**config.mk**
```make
export PLATFORM = sky130hd
export DESIGN_NAME = pwm_controller_int
export DESIGN_NICKNAME = d
export VERILOG_FILES = /design/src/rtl/pwm_controller_int.sv
export SDC_FILE = /design/constraint.sdc
export NUM_CORES = 1
export LEC_CHECK = 0
export BUFFER_PORTS_ARGS = -buffer_cell sky130_fd_sc_hd__buf_2
export CORE_ASPECT_RATIO = 0.6
export CORE_MARGIN = 4
export CORE_UTILIZATION = 35
export CTS_CLUSTER_SIZE = 40
export DETAILED_ROUTE_END_ITERATION = 6
export GPL_TIMING_DRIVEN = 0
export SYNTH_ARGS = -nofsm -noshare
export SYNTH_HDL_FRONTEND = slang
export SYNTH_SLANG_ARGS = --single-unit
```
**constraint.sdc**
```tcl
create_clock -name Clk -period 2.1 [get_ports Clk]
set_clock_uncertainty 0.1 [all_clocks]
set_input_delay 0 -clock Clk [delete_from_list [all_inputs] [get_ports Clk]]
set_output_delay 0 -clock Clk [all_outputs]
set_load 0.05 [all_outputs]
```
**src/rtl/pwm_controller_int.sv**
```systemverilog
// Free-running PWM core with a double-buffered duty cycle, complementary outputs
// and a one-cycle end-of-period interrupt.
module pwm_controller_int #(
   parameter int period = 20
) (
   input  logic              Clk,
   input  logic              Reset,
   input  logic [31:0]       DutyCycle,
   output logic [1:0]        PWM_out,
   output logic              Interruput,
   output logic [period-1:0] count
);

   localparam logic [period-1:0] COUNT_ONE = {{(period-1){1'b0}}, 1'b1};

   logic [31:0] duty_q;
   logic        start_q;
   logic        count_max;
   logic [31:0] count_ext;
   logic        pwm;

   assign count_max = (count == {period{1'b1}});

   // Both sides are 32 bits so a duty of 2^period or more saturates to 100%.
   assign count_ext = {{(32-period){1'b0}}, count};
   assign pwm       = (count_ext < duty_q);

   always_ff @(posedge Clk or negedge Reset) begin
      if (!Reset) begin
         count      <= '0;
         duty_q     <= '0;
         start_q    <= 1'b1;
         Interruput <= 1'b0;
      end else begin
         count      <= count + COUNT_ONE;
         start_q    <= 1'b0;
         Interruput <= count_max;
         // The shadow only reloads at a period boundary (or the first edge after
         // reset), so a mid-period bus write never glitches the waveform.
         if (start_q || count_max) begin
            duty_q <= DutyCycle;
         end
      end
   end

   assign PWM_out = {~pwm, pwm};

endmodule

```
==> flow_metrics.tcl <==
set metrics [dict create \
    die_area_um2 9440 \
    path_cells "ha_4 -> nand3_4 -> or3_4 -> or4_4 -> a31o_4 -> buf_8" \
    synth_nets 271 \
    worst-path-buf-inv 1 \
    die_w_um 123 \
    min_path_type "input pin to flip-flop" \
    drt-vias-per-instance 4.52 \
    max_clock_freq_mhz 412 \
    synth_edf_count 0 \
    period_minus_slack_ps 2420 \
    hpwl_mm 4.38 \
    finalWorstSetupSlack_ps -325 \
    cts_buffers 5 \
    status "complete, but fails checks" \
    die_h_um 76.9 \
    placed_cell_area_um2 3310 \
    stdcell_count 436 \
    ys_seq_elements 54 \
    seqCellArea_um2 1380 \
    multiInputGateArea_um2 1470 \
    fp-row-count 24 \
    slew_viol_final 0 \
    yosys-top-cells-count "dfrtp_1, mux2_4, inv_1" \
    syn-cell-area_um2 2770 \
    leakagePower_nw 1.99 \
    routed_wl_mm 6.38 \
    critical_path.top_delay_family "simple AND/OR/NAND/NOR gates" \
    vias 1972 \
    netlist_instances 217 \
    gp_congestion 0.723 \
    critPathMaxFanout 3 \
    grt_max_degree 55 \
    initial_core_util_pct 37.0 \
    clkSinkCount 54 \
    total_power_w 0.00237 \
    ys.flop_type "dfrtp_1" \
    critPathRequiredTime_ps 2000 \
    drt_iter0_drc 100 \
    setup-violations-final 2 \
    ant_nets 0 \
    crit_arrival_ps 2320 \
    relSlewSlack_pct 21.0 \
    final_area_um2 4070 \
    hold_violations 0 \
    dp_slack_ps -296 \
    synth_area_leader_cell "dfrtp_1" \
    antenna_cells 0 \
    cts_root_buffer "clkbuf_16" \
    grt_pass1_vias 2011 \
    fillers 659 \
    cts_htree_levels 2 \
    drive_above_1_share_pct 48.8 \
    cp_slowest_cell "or4_4" \
    drc 0 \
    comb_power_share_pct 14.8 \
    clockPowerShare_pct 37.1 \
    clock_path_buffers 2 \
    grt_antenna_before_repair 0 \
    startpoint_type "flip-flop" \
    ys_warn_count 0 \
    seqPwrFrac_pct 48.1 \
    globalRoute.totalOverflow 0 \
    grt_pass1_wl_mm 10.2 \
    wl_per_cell_um 14.6 \
    clk_pin_slew_ps 70 \
    min_period_over_period_pct 115 \
    ys_top_cells_by_area "dfrtp_1, mux2_4, ha_1" \
    vdd_ir_drop_max_mv 0.265 \
    setup_tns_ps -623 \
    yosysMostFrequentCell "dfrtp_1" \
    power.switching_w 0.000564 \
    cts_tree "built" \
    maxCapViolCount 0 \
    cpPeakStageDelay_ps 450 \
    reg2reg_slack_ps 60 \
    failed_checks "setup timing" \
    clkLatencyLatePin_ps 300 \
    tightest_slew_ps 1180 \
    io_pins 57 \
    track_usage_pct 14.0 \
    area_growth_pct 47.1 \
    io_buffers 56 \
    yosysUniqueCellTypes 36 \
    dp_cells 377 \
    dr.pass1.iters 4 \
    path_class "flip-flop to output port" \
    num-nets-final 385 \
    switching_share_pct 23.8 \
    intPower_w 0.00180 \
    async_reset_ff_share_pct 100 \
    synth-seq-area-share_pct 48.9 \
    synth_top_area_share_pct 47.9 \
    pwr_density_cell_nw_per_um2 581 \
    rsz0062_at_grt "true" \
    critPathCaptureType "output port" \
    avgSynthCellArea_um2 12.7 \
    core_region_area_um2 7480 \
]
## metrics by stage
stage               hold slack (ps)  utilization, %
floorplan                      -396               -
global placement                131            44.2
detailed placement              134            44.2
CTS                             356            52.0
global route                    366            54.4
finish                          363            54.4
## registers in the layout (all words and copies together) (netlist names)
name	cells
duty_q	32
count	20
start_q	1
Interruput	1
## cell families after synthesis
logic type               count (synthesis)  share of synthesized area (%)
other                                    1                          0.136
XOR/XNOR                                18                           5.70
AND/OR/NAND/NOR                         49                           10.2
adder cells (fa/ha/maj)                 20                           9.05
multiplexers                            32                           17.1
flip-flops                              54                           48.9
AO/OA/AOI/OAI                           17                           4.43
buffers and inverters                   26                           4.48
## routing by layer
layer	part of all wire, %	track usage, %	wire length [µm]	vias to the layer above
met5	0	0	0	-
met3	6.0	4.41	386	6
li1	-	-	-	988
met1	54	21.6	3460	932
met2	39	18.8	2470	46
met4	0.97	3.35	62	0
## worst register-to-register path: stages (launching register included)
cell and delay [ps]:
dfrtp_2 450, buf_4 140, and4_1 200, and4_1 250, a31oi_4 160, buf_12 160, buf_8 160, mux2_4 310
## final cells by class
| cell class | instances | area share, % |
|---|---|---|
| Multi-Input combinational cell | 137 | 36.2 |
| Sequential cell | 54 | 33.8 |
| Timing Repair Buffer | 108 | 19.6 |
| Clock buffer | 6 | 3.41 |
| Tap cell | 104 | 3.20 |
| Inverter | 22 | 2.03 |
| Buffer | 3 | 1.35 |
| Clock inverter | 2 | 0.400 |
## repair_timing
action / 4_1_cts / 5_1_grt
pin swaps: 9 / 7
resized for setup: 10 / 13
hold buffers: 33 / 0
hold endpoints to repair: 85 / 0
setup buffers: 8 / 10
gates cloned: 0 / 1
endpoints found under the setup margin: 32 / 32
## final timing paths
check                                    endpoint           startpoint  cells past startpoint
max                                    PWM_out[0]   count[9]$_DFF_PN0_                      6
min                        duty_q[19]$_DFFE_PN0P_        DutyCycle[19]                      3
max reg2reg                duty_q[28]$_DFFE_PN0P_  count[13]$_DFF_PN0_                      7
min reg2reg                   count[15]$_DFF_PN0_  count[15]$_DFF_PN0_                      1
max in group asynchronous      count[7]$_DFF_PN0_                Reset                      2
min in group asynchronous  duty_q[22]$_DFFE_PN0P_                Reset                      2
## placed cells by master, fill, tap and decap left out, types with 3 or more instances in the layout
cell / instances
nor2_1: 5
ha_1: 13
inv_1: 22
nand2_1: 8
mux2_4: 30
xnor2_1: 8
buf_12: 3
dfrtp_1: 35
nor3_1: 6
dfrtp_2: 18
nand4_1: 3
buf_4: 17
nand3_1: 7
buf_2: 54
a21oi_1: 7
xor2_1: 10
nor4_1: 3
ha_4: 7
clkbuf_16: 6
dlygate4sd3_1: 33
## power by group through the flow
| stage | registers (W) | clock network, W | logic (W) |
|---|---|---|---|
| floorplan | 0.00115 | 0 | 0.000181 |
| global placement | 0.00116 | 0 | 0.000256 |
| detailed placement | 0.00116 | 0 | 0.000261 |
| CTS | 0.00114 | 0.000890 | 0.000318 |
| global route | 0.00115 | 0.000951 | 0.000387 |
| finish | 0.00114 | 0.000877 | 0.000351 |
No activity file was read; power rests on OpenSTA's default activity.
